--- config.mk ---
export PLATFORM = sky130hd
export DESIGN_NAME = video_timing_gen_flat
export DESIGN_NICKNAME = d
export VERILOG_FILES = /design/src/rtl/video_timing_gen_if.sv /design/src/rtl/video_timing_gen.sv /design/src/flat_wrapper.sv
export SDC_FILE = /design/constraint.sdc
export NUM_CORES = 1
export LEC_CHECK = 0
export CORE_AREA = 8 8 94 96
export DETAILED_ROUTE_END_ITERATION = 7
export DIE_AREA = 0 0 102 104
export PLACE_DENSITY = 0.83
export SYNTH_ARGS = -nofsm -noshare
export SYNTH_HDL_FRONTEND = slang
export SYNTH_SLANG_ARGS = --single-unit
--- constraint.sdc ---
create_clock -name pixel_clk -period 2.3 [get_ports pixel_clk]
set_input_delay 0.23 -clock pixel_clk [delete_from_list [all_inputs] [get_ports pixel_clk]]
set_output_delay 0.23 -clock pixel_clk [all_outputs]
set_load 0.03 [all_outputs]
--- src/rtl/video_timing_gen_if.sv ---
`default_nettype none
// ============================================================================
// Module   : video_timing_gen_if
// Brief    : Raster timing / pixel request bundle between the timing generator
//            and the pixel-colour stage.
// Revision : 1.0 - initial release
// ============================================================================
interface video_timing_gen_if;
  logic [23:0] pixel_data;
  logic [10:0] pixel_xpos;
  logic [10:0] pixel_ypos;
  logic        data_req;
  logic        video_hs;
  logic        video_vs;
  logic        video_de;
  logic [23:0] video_rgb;
  logic        frame_start;
  logic [15:0] frame_cnt;

  modport master (
    input  pixel_data,
    output pixel_xpos, pixel_ypos, data_req,
    output video_hs, video_vs, video_de, video_rgb,
    output frame_start, frame_cnt
  );

  modport slave (
    output pixel_data,
    input  pixel_xpos, pixel_ypos, data_req,
    input  video_hs, video_vs, video_de, video_rgb,
    input  frame_start, frame_cnt
  );
endinterface
`default_nettype wire

--- src/rtl/video_timing_gen.sv ---
`default_nettype none
// ============================================================================
// Module   : video_timing_gen
// Brief    : 1280x720@60 raster timing generator with one-clock-early pixel
//            request, colour mux and frame strobes.
// Revision : 1.0 - initial release
// ============================================================================
module video_timing_gen #(
  parameter int H_SYNC   = 40,
  parameter int H_BACK   = 220,
  parameter int H_DISP   = 1280,
  parameter int H_FRONT  = 110,
  parameter int V_SYNC   = 5,
  parameter int V_BACK   = 20,
  parameter int V_DISP   = 720,
  parameter int V_FRONT  = 5,
  parameter bit SYNC_POL = 1'b1
) (
  input  wire logic            pixel_clk,
  input  wire logic            sys_rst_n,
  video_timing_gen_if.master   vif
);

  // 12-bit counters cover line/frame totals up to 4096.
  localparam logic [11:0] c_h_last    = 12'(H_SYNC + H_BACK + H_DISP + H_FRONT - 1);
  localparam logic [11:0] c_h_sync    = 12'(H_SYNC);
  localparam logic [11:0] c_ha0       = 12'(H_SYNC + H_BACK);
  localparam logic [11:0] c_ha0_m1    = 12'(H_SYNC + H_BACK - 1);
  localparam logic [11:0] c_h_de_end  = 12'(H_SYNC + H_BACK + H_DISP);
  localparam logic [11:0] c_h_req_end = 12'(H_SYNC + H_BACK + H_DISP - 1);
  localparam logic [11:0] c_v_last    = 12'(V_SYNC + V_BACK + V_DISP + V_FRONT - 1);
  localparam logic [11:0] c_v_sync    = 12'(V_SYNC);
  localparam logic [11:0] c_va0       = 12'(V_SYNC + V_BACK);
  localparam logic [11:0] c_v_de_end  = 12'(V_SYNC + V_BACK + V_DISP);

  logic [11:0] r_h_cnt;
  logic [11:0] r_v_cnt;
  logic        r_hs;
  logic        r_vs;
  logic        r_de;
  logic        r_req;
  logic [10:0] r_xpos;
  logic [10:0] r_ypos;
  logic        r_fs;
  logic [15:0] r_fcnt;

  logic        w_h_last;
  logic        w_v_last;
  logic        w_v_act;
  logic        w_de;
  logic        w_req;
  logic        w_fs;
  logic [11:0] w_xdiff;
  logic [11:0] w_ydiff;

  assign w_h_last = (r_h_cnt == c_h_last);
  assign w_v_last = (r_v_cnt == c_v_last);
  assign w_v_act  = (r_v_cnt >= c_va0) && (r_v_cnt < c_v_de_end);
  assign w_de     = w_v_act && (r_h_cnt >= c_ha0) && (r_h_cnt < c_h_de_end);
  // Request window is the DE window shifted one clock earlier.
  assign w_req    = w_v_act && (r_h_cnt >= c_ha0_m1) && (r_h_cnt < c_h_req_end);
  assign w_fs     = (r_h_cnt == 12'd0) && (r_v_cnt == 12'd0);
  assign w_xdiff  = r_h_cnt - c_ha0_m1;
  assign w_ydiff  = r_v_cnt - c_va0;

  always_ff @(posedge pixel_clk or negedge sys_rst_n) begin
    if (!sys_rst_n) begin
      r_h_cnt <= '0;
      r_v_cnt <= '0;
      r_hs    <= ~SYNC_POL;
      r_vs    <= ~SYNC_POL;
      r_de    <= 1'b0;
      r_req   <= 1'b0;
      r_xpos  <= '0;
      r_ypos  <= '0;
      r_fs    <= 1'b0;
      r_fcnt  <= '0;
    end else begin
      if (w_h_last) begin
        r_h_cnt <= '0;
        r_v_cnt <= w_v_last ? 12'd0 : r_v_cnt + 12'd1;
      end else begin
        r_h_cnt <= r_h_cnt + 12'd1;
      end
      r_hs   <= (r_h_cnt < c_h_sync) ? SYNC_POL : ~SYNC_POL;
      r_vs   <= (r_v_cnt < c_v_sync) ? SYNC_POL : ~SYNC_POL;
      r_de   <= w_de;
      r_req  <= w_req;
      // Blanking positions are forced to 0 so they never reach the renderer.
      r_xpos <= w_req ? w_xdiff[10:0] : 11'd0;
      r_ypos <= w_req ? w_ydiff[10:0] : 11'd0;
      r_fs   <= w_fs;
      if (w_fs) begin
        r_fcnt <= r_fcnt + 16'd1;
      end
    end
  end

  assign vif.video_hs    = r_hs;
  assign vif.video_vs    = r_vs;
  assign vif.video_de    = r_de;
  assign vif.data_req    = r_req;
  assign vif.pixel_xpos  = r_xpos;
  assign vif.pixel_ypos  = r_ypos;
  assign vif.frame_start = r_fs;
  assign vif.frame_cnt   = r_fcnt;
  assign vif.video_rgb   = r_de ? vif.pixel_data : 24'h000000;

endmodule
`default_nettype wire
--- src/flat_wrapper.sv ---
// flat-port wrapper written by rule: the top's interface ports become plain ports
module video_timing_gen_flat 
#(
  parameter int H_SYNC   = 40,
  parameter int H_BACK   = 220,
  parameter int H_DISP   = 1280,
  parameter int H_FRONT  = 110,
  parameter int V_SYNC   = 5,
  parameter int V_BACK   = 20,
  parameter int V_DISP   = 720,
  parameter int V_FRONT  = 5,
  parameter bit SYNC_POL = 1'b1
)
  (pixel_clk, sys_rst_n, vif_pixel_data, vif_pixel_xpos, vif_pixel_ypos, vif_data_req, vif_video_hs, vif_video_vs, vif_video_de, vif_video_rgb, vif_frame_start, vif_frame_cnt);
  video_timing_gen_if vif_i ();
  input  wire logic pixel_clk;
  input  wire logic sys_rst_n;
  input wire logic [$bits(vif_i.pixel_data)-1:0] vif_pixel_data;
  output wire logic [$bits(vif_i.pixel_xpos)-1:0] vif_pixel_xpos;
  output wire logic [$bits(vif_i.pixel_ypos)-1:0] vif_pixel_ypos;
  output wire logic [$bits(vif_i.data_req)-1:0] vif_data_req;
  output wire logic [$bits(vif_i.video_hs)-1:0] vif_video_hs;
  output wire logic [$bits(vif_i.video_vs)-1:0] vif_video_vs;
  output wire logic [$bits(vif_i.video_de)-1:0] vif_video_de;
  output wire logic [$bits(vif_i.video_rgb)-1:0] vif_video_rgb;
  output wire logic [$bits(vif_i.frame_start)-1:0] vif_frame_start;
  output wire logic [$bits(vif_i.frame_cnt)-1:0] vif_frame_cnt;
  assign vif_i.pixel_data = vif_pixel_data;
  assign vif_pixel_xpos = vif_i.pixel_xpos;
  assign vif_pixel_ypos = vif_i.pixel_ypos;
  assign vif_data_req = vif_i.data_req;
  assign vif_video_hs = vif_i.video_hs;
  assign vif_video_vs = vif_i.video_vs;
  assign vif_video_de = vif_i.video_de;
  assign vif_video_rgb = vif_i.video_rgb;
  assign vif_frame_start = vif_i.frame_start;
  assign vif_frame_cnt = vif_i.frame_cnt;
  video_timing_gen #(.H_SYNC(H_SYNC), .H_BACK(H_BACK), .H_DISP(H_DISP), .H_FRONT(H_FRONT), .V_SYNC(V_SYNC), .V_BACK(V_BACK), .V_DISP(V_DISP), .V_FRONT(V_FRONT), .SYNC_POL(SYNC_POL)) u_core (.pixel_clk(pixel_clk), .sys_rst_n(sys_rst_n), .vif(vif_i));
endmodule
* After elaboration in Yosys (flattened, before gate mapping)
Cells that the tools add are included.
Word-level totals: bits in registers 67, bits in latches 0, memory bits (writable) 0, bits in read-only memories 0, input bits 26, output and inout bits 67, word-level logic and storage cells 40, memories 0
Cells by class: add/subtract/negate cells 5, $mul 0, div/mod/pow operators 0, magnitude comparators 8, equal/unequal tests 2, shift operators 0, muxes and demuxes 7, bitwise logic cells 0, reduce and logical (&&, ||, !) cells 8
Operators by type and width (number):
- adder 12 x 1 -> 12 bit, second input constant | 2
- greater-or-equal comparator 12 x 9 -> 1 bit, second input constant | 2
- logical NOT 12 bit | 2
- < comparator 12 x 11 -> 1 bit, second input constant | 2
- two-way mux 12 bit | 2
- two-way mux 24 bit | 1
- two-way mux 11 bit | 2
- adder 16 x 1 -> 16 bit, second input constant | 1
- == test 12 x 10 -> 1 bit, second input constant | 1
- == test 12 x 11 -> 1 bit, second input constant | 1
- greater-or-equal comparator 12 x 5 -> 1 bit, second input constant | 1
- < comparator 12 x 10 -> 1 bit, second input constant | 1
- < comparator 12 x 3 -> 1 bit, second input constant | 1
- < comparator 12 x 6 -> 1 bit, second input constant | 1
- subtractor 11 x 5 -> 11 bit, second input constant | 1
- subtractor 11 x 9 -> 11 bit, second input constant | 1
- logical AND 1 bit | 6
- two-way mux 1 bit | 2

* Depth between registers and ports, before layout
Gate-level depths: netlist of the first run.
depth in word-level cells 5, depth in mapped cells 8, gate-level depth less buffers 7

* Least setup slack after synthesis of the first run
No wires, ideal clock.
kind register -> register, from reg u_core.r_h_cnt[6], to reg u_core.r_ypos[0] (netlist: u_core.vif.pixel_ypos[0]), setup time 0.126 ns, arrival time 1.944 ns, required time 2.174 ns, slack 0.230 ns, stages on the path, launching flop included 8, path buffers 2, clock period less this slack 2.070 ns, cells stage by stage dfrtp_1 > buf_6 > or4_4 > or4_1 > o22ai_2 > nand3b_4 > buf_6 > nor2_1
Between the ends: cells in the longest elaborated chain, start to end 4
Ends and longest elaborated chain:
- start: declaration | RTL line video_timing_gen.sv:36 | logic [11:0] r_h_cnt;
- start signal: assignment | RTL line video_timing_gen.sv:83 | r_h_cnt <= r_h_cnt + 12'd1;
- greater-or-equal comparator 12 x 9 -> 1 bit | RTL line video_timing_gen.sv:61 | assign w_req = w_v_act && (r_h_cnt >= c_ha0_m1) && (r_h_cnt < c_h_req_end);
- logical AND 1 bit | RTL line video_timing_gen.sv:61
- logical AND 1 bit * | RTL line video_timing_gen.sv:61
- two-way mux 11 bit * | RTL line video_timing_gen.sv:91 | r_ypos <= w_req ? w_ydiff[10:0] : 11'd0;
- end signal: assignment | RTL line video_timing_gen.sv:91
- end: declaration | RTL line video_timing_gen.sv:43 | logic [10:0] r_ypos;
Every way passes the cells marked *; elsewhere a longest branch is shown, timed or not. A chain may end at the register's enable or synchronous reset.

* Worst setup path in the final report of the first run
from reg u_core.r_h_cnt[4], to reg u_core.r_xpos[8] (netlist: u_core.vif.pixel_xpos[8])
Between the ends: cells in the longest elaborated chain, start to end 4
Ends and longest elaborated chain:
- greater-or-equal comparator 12 x 9 -> 1 bit | RTL line video_timing_gen.sv:61
- logical AND 1 bit (2 in series) | RTL line video_timing_gen.sv:61
- two-way mux 11 bit * | RTL line video_timing_gen.sv:90 | r_xpos <= w_req ? w_xdiff[10:0] : 11'd0;
- end signal: assignment | RTL line video_timing_gen.sv:90
- end: declaration | RTL line video_timing_gen.sv:42 | logic [10:0] r_xpos;
Marks and branches as above.

==> impl_metrics.json, run 1 <==
{
  "ant_nets": 0,
  "antenna_found_initial": 0,
  "finalPower_w": 0.00245,
  "leakage_nw": 2.09,
  "cts_max_level": 3,
  "antenna_cells": 0,
  "crit_fanout": 21,
  "drc": 0,
  "mostFrequentLayoutCells": "clkdlybuf4s50_1, dfrtp_1, nor2_1",
  "grt_pass1_vias": 3000,
  "cts-root-buf": "clkbuf_8",
  "fin_skew_ns": 0.0119,
  "min_period_over_period_pct": 95.1,
  "grt_pass1_wl_um": 15100,
  "regArea_um2": 1680,
  "endpoint_kind": "flop",
  "startpoint_type": "flop",
  "die_y_um": 104,
  "fin_nets": 488,
  "cts_tree": "built",
  "max_slew_margin_pct": 60.5,
  "dieArea_um2": 10600,
  "start_util_pct": 47.5,
  "layout_commonest_cell": "clkdlybuf4s50_1",
  "maxSlewViolCount": 0,
  "max_freq_mhz": 457,
  "drtIter0Drc": 239,
  "ir_worst_vdd_mv": 0.231,
  "ios": 93,
  "multi_input_area_um2": 1660,
  "dr.pass1.iters": 5,
  "avgSynthCellArea_um2": 9.93,
  "cts.sink_count": 67,
  "worst_pin_slew_ns": 0.588,
  "hold_viol_final": 0,
  "port_buffers": 92,
  "globalRouteTotalUtil_pct": 18.1,
  "clk_latency_ns": 0.35,
  "grt_setup_unrepaired": "no",
  "yosysSeqAreaShare_pct": 47.4,
  "critPathKind": "flop to flop",
  "synth_seq_cells": 67,
  "ys_warn_count": 0,
  "cts_buffer_depth": 2,
  "rows": 32,
  "cts-buffers-inserted": 9,
  "maxCapViolations": 0,
  "grt_overflow": 0,
  "outcome": "completed",
  "powerDensity_nw_per_um2": 508,
  "fillers": 568,
  "required_ns": 2.52,
  "ys_types": 45,
  "worstPathArrival_ns": 2.41,
  "syn2layout_area_growth_pct": 36.1,
  "die_w_um": 102,
  "final.setup.tns_ns": 0,
  "period_minus_slack_ns": 2.19,
  "place_congestion": 0.896,
  "hold_class": "primary input to async pin",
  "grt_max_degree": 32,
  "syn-instance-count": 356,
  "wl_per_cell_um": 16.9,
  "vias": 3032,
  "routed_wl_um": 9500,
  "hold_ws_ns": 0.368,
  "dp_hpwl_um": 7080,
  "syn_nets": 390,
  "clkTransAtPathRegs_ns": 0.08,
  "netlist_area_um2": 3530,
  "avgViaCountPerCell": 5.40,
  "coreArea_um2": 7450,
  "drive_above_1_share_pct": 9.80,
  "setup_violations": 0
}
flip-flops by register name, summed over array words and instances, names as in the netlist:
name and count:
u_core.vif.frame_cnt 16, u_core.r_h_cnt 12, u_core.r_v_cnt 12, u_core.vif.pixel_xpos 11, u_core.vif.pixel_ypos 11, u_core.vif.data_req 1, u_core.vif.frame_start 1, u_core.vif.video_de 1
u_core.vif.video_hs 1, u_core.vif.video_vs 1
critical path, cell delays in order, from the launching register on:
cell and delay (ns):
dfrtp_1 0.38, or4_4 0.54, or4_1 0.51, o22ai_2 0.22, nand3b_4 0.32, nor3_1 0.09
cell usage after synthesis, drive strengths merged:
| library cell | count | area share, % |
|---|---|---|
| o211ai | 1 | 0.21 |
| nor2b | 6 | 1.1 |
| nand2 | 26 | 2.8 |
| a211oi | 2 | 0.42 |
| and4 | 3 | 0.74 |
| or4b | 1 | 0.28 |
| a21boi | 1 | 0.21 |
| or3 | 2 | 0.35 |
| nor3b | 2 | 0.42 |
| inv | 8 | 0.85 |
| o21ai | 15 | 2.1 |
| xnor2 | 31 | 7.7 |
| ha | 8 | 2.8 |
| and2 | 26 | 4.6 |
| nand4 | 11 | 1.9 |
| nand3b | 2 | 0.78 |
| and3 | 10 | 1.8 |
| nand4b | 1 | 0.25 |
| nor2 | 35 | 3.7 |
| a21oi | 5 | 0.71 |
| nor4b | 1 | 0.25 |
| xor2 | 10 | 2.5 |
| or4 | 4 | 0.96 |
| nand3 | 14 | 2.0 |
| o22ai | 2 | 0.53 |
| clkbuf | 11 | 1.5 |
| or2 | 1 | 0.18 |
| a31oi | 1 | 0.18 |
| and4b | 1 | 0.32 |
| nor4 | 9 | 2.6 |
| mux2 | 1 | 0.32 |
| o31ai | 5 | 1.1 |
| buf | 12 | 3.3 |
| nor3 | 14 | 2.0 |
| dfrtp | 67 | 47 |
| nand2b | 7 | 1.2 |
worst paths after layout:
kind | from | cells past startpoint | slack (ns) | end
setup / recovery | u_core.r_h_cnt[4]$_DFF_PN0_ | 5 | 0.11 | u_core.vif.pixel_xpos[8]$_DFF_PN0_
hold / removal | sys_rst_n | 2 | 0.37 | u_core.vif.frame_cnt[13]$_DFFE_PN0P_
setup reg to reg | u_core.r_h_cnt[4]$_DFF_PN0_ | 5 | 0.11 | u_core.vif.pixel_xpos[8]$_DFF_PN0_
hold reg to reg | u_core.vif.frame_cnt[15]$_DFFE_PN0P_ | 1 | 0.47 | u_core.vif.frame_cnt[15]$_DFFE_PN0P_
max in group asynchronous | sys_rst_n | 3 | 1.30 | u_core.vif.video_de$_DFF_PN0_
min in group pixel_clk | u_core.vif.frame_cnt[15]$_DFFE_PN0P_ | 1 | 0.47 | u_core.vif.frame_cnt[15]$_DFFE_PN0P_
area by class of cell:
cell class	instances	share of cell area (%)
Sequential cell	67	34.9
Multi-Input combinational cell	258	34.5
Timing Repair Buffer	110	22.2
Tap cell	102	2.65
Clock inverter	7	2.60
Clock buffer	9	2.57
Inverter	8	0.624
kinds of logic after synthesis:
kind of cell,after synthesis,synth area share (%)
compound gates,32,5.45
xor+xnor,41,10.2
fa+ha+maj,8,2.83
buf+inv,31,5.56
flops,67,47.4
mux,1,0.319
simple gates,176,28.2
through the flow:
| stage | utilization, % | instances | cell area (um^2) | setup WS, ns |
|---|---|---|---|---|
| floorplan | - | 356 | 3530 | 0.230 |
| global placement | 61.1 | 544 | 4550 | 0.188 |
| CTS | 64.6 | 561 | 4810 | 0.0748 |
| detailed placement | 61.1 | 544 | 4550 | 0.147 |
| global route | 64.6 | 561 | 4810 | 0.0221 |
| finish | 64.6 | 561 | 4810 | 0.113 |
where the power goes:
group | leakage [nW] | switching (W) | internal [W]
Combinational | 1.06 | 0.0000277 | 0.0000412
Sequential | 0.910 | 0 | 0.00118
Clock | 0.124 | 0.000472 | 0.000729
routing by layer:
layer | vias up | track usage, % | wire length (um) | share of wire, %
met5 | - | 0 | 0 | 0
met4 | 0 | 8.18 | 192 | 2.0
met3 | 23 | 4.69 | 954 | 10
met2 | 179 | 30.3 | 4520 | 48
met1 | 1424 | 21.0 | 3830 | 40
li1 | 1406 | - | - | -
repair_timing:
| action | CTS | global route |
|---|---|---|
| resized for setup | 0 | 2 |
| hold buffers | 1 | 0 |
| buffers inserted | 0 | 0 |
| hold endpoints to repair | 18 | 0 |
| endpoints found under the setup margin | 0 | 19 |
(Power assumes the default switching activity.)
==> run 2, diff against run 1 <==
--- a/config.mk
+++ b/config.mk
@@ -5,10 +5,14 @@
 export SDC_FILE = /design/constraint.sdc
 export NUM_CORES = 1
 export LEC_CHECK = 0
-export CORE_AREA = 8 8 94 96
+export CELL_PAD_IN_SITES_DETAIL_PLACEMENT = 1
+export CELL_PAD_IN_SITES_GLOBAL_PLACEMENT = 1
+export CORE_AREA = 8 8 107 109
 export DETAILED_ROUTE_END_ITERATION = 7
-export DIE_AREA = 0 0 102 104
-export PLACE_DENSITY = 0.83
+export DIE_AREA = 0 0 115 117
+export GPL_TIMING_DRIVEN = 1
+export PLACE_DENSITY = 0.82
+export SKIP_LAST_GASP = 1
 export SYNTH_ARGS = -nofsm -noshare
 export SYNTH_HDL_FRONTEND = slang
 export SYNTH_SLANG_ARGS = --single-unit
==> impl_metrics.json, run 2 (synthesized netlist as in run 1, its figures left out) <==
{
  "grt_overflow": 0,
  "worst_pin_slew_ns": 0.624,
  "drive_above_1_share_pct": 10.4,
  "grt_pass1_wl_um": 17700,
  "ir_worst_vdd_mv": 0.198,
  "crit_start": "u_core.r_h_cnt[4]$_DFF_PN0_",
  "startpoint_type": "flop",
  "endpoint_kind": "flop",
  "cts_tree": "built",
  "largest_register_ffs": 16,
  "globalRouteTotalUtil_pct": 17.2,
  "grt_pass1_vias": 3283,
  "dp_hpwl_um": 8450,
  "ant_nets": 0,
  "layout_commonest_cell": "clkdlybuf4s50_1",
  "required_ns": 2.52,
  "drtIter0Drc": 160,
  "worstPathArrival_ns": 2.42,
  "critPathKind": "flop to flop",
  "dieArea_um2": 13500,
  "port_buffers": 92,
  "start_util_pct": 35.7,
  "dr.pass1.iters": 4,
  "rows": 37,
  "ios": 93,
  "cts.sink_count": 67,
  "grt_max_degree": 26,
  "antenna_cells": 0,
  "maxCapViolations": 0,
  "crit_fanout": 21,
  "setup_violations": 0,
  "vias": 3014,
  "clkTransAtPathRegs_ns": 0.07,
  "r2r_start": "u_core.r_h_cnt[4]$_DFF_PN0_",
  "maxSlewViolCount": 0,
  "min_period_over_period_pct": 95.4,
  "fin_skew_ns": 0.0150,
  "avgViaCountPerCell": 5.04,
  "die_y_um": 117,
  "hold_class": "primary input to async pin",
  "wl_per_cell_um": 18.5,
  "powerDensity_nw_per_um2": 481,
  "cts-root-buf": "clkbuf_8",
  "grt_setup_unrepaired": "yes",
  "die_w_um": 115,
  "drc": 0,
  "period_minus_slack_ns": 2.20,
  "antenna_found_initial": 0,
  "outcome": "completed",
  "clk_latency_ns": 0.35,
  "cts_buffer_depth": 2,
  "mostFrequentLayoutCells": "clkdlybuf4s50_1, dfrtp_1, nor2_1",
  "cts_max_level": 3,
  "cts-buffers-inserted": 9,
  "routed_wl_um": 11000,
  "place_congestion": 0.917,
  "max_freq_mhz": 456,
  "leakage_nw": 2.09,
  "final.setup.tns_ns": 0,
  "max_slew_margin_pct": 58.1,
  "fin_nets": 491,
  "hold_viol_final": 0,
  "coreArea_um2": 9910,
  "fin_util_pct": 49.0,
  "syn2layout_area_growth_pct": 37.3
}
==> run 2: cell types whose count changed in the layout (fill, tap and decap cells not counted) <==
| cell | change |
|---|---|
| buf_4 | +3 |
| clkbuf_1 | +2 |
| clkinv_4 | -2 |
| bufinv_16 | -1 |
| clkbuf_8 | +1 |
| clkinv_2 | +1 |
| ha_1 | -1 |
| ha_2 | +1 |
| inv_6 | -1 |
| nor3_1 | -1 |
| nor3_2 | +1 |
==> run 2: repair_timing <==
item	4_1_cts	5_1_grt
endpoints found under the hold margin	23	0
setup endpoints to repair	1	22
hold buffers	1	0
buffers inserted	0	0
cloned	0	0
gates resized for setup	1	3
==> run 2: area by class of cell <==
class                      instances  area (um^2)
clock inverter                     4         73.8
multi-input combinational        258         1670
fill                            1151         5050
inverter                           8         30.0
tap                              136          170
clock buffer                      12          145
sequential                        67         1680
timing repair buffer             113         1090
==> run 2: per-layer routing <==
layer  GRT usage, %  wire length (um)
met1           19.6              4690
met2           29.7              5310
met3           4.57               775
met4           7.71               263
met5              0                 0
==> run 2: critical path, stage by stage, from the launching register on <==
cell and delay, ns:
dfrtp_1 0.39, or4_4 0.54, or4_1 0.50, o22ai_2 0.21, nand3b_4 0.33, nor2_1 0.10
==> run 2: worst paths after layout <==
check                                                       endpoint  slack [ns]  cells past startpoint
worst min-delay path            u_core.vif.frame_cnt[15]$_DFFE_PN0P_        0.42                      2
min in group pixel_clk          u_core.vif.frame_cnt[13]$_DFFE_PN0P_        0.52                      1
worst max-delay path             u_core.vif.pixel_xpos[10]$_DFF_PN0_        0.10                      5
worst max register to register   u_core.vif.pixel_xpos[10]$_DFF_PN0_        0.10                      5
max in group asynchronous              u_core.vif.video_de$_DFF_PN0_        1.11                      3
worst min register to register  u_core.vif.frame_cnt[13]$_DFFE_PN0P_        0.52                      1
==> run 2: power by group <==
part           internal (W)  switching [W]  leakage, nW
Combinational     0.0000389      0.0000296         1.07
Sequential          0.00118              0        0.910
Clock              0.000641       0.000446        0.111
Total               0.00186       0.000476         2.09
==> run 2: per-stage QoR <==
step	setup slack (ns)	instance area (um^2)	instances	power (W)	hold WS [ns]
finish	0.105	4850	598	0.00233	0.424
global route	-0.0116	4850	598	0.00241	0.477
CTS	0.0323	4850	598	0.00236	0.427
detailed placement	0.0609	4620	581	0.00127	0.265
global placement	0.137	4620	581	0.00127	0.248
floorplan	0.230	3530	356	0.00120	-0.0656
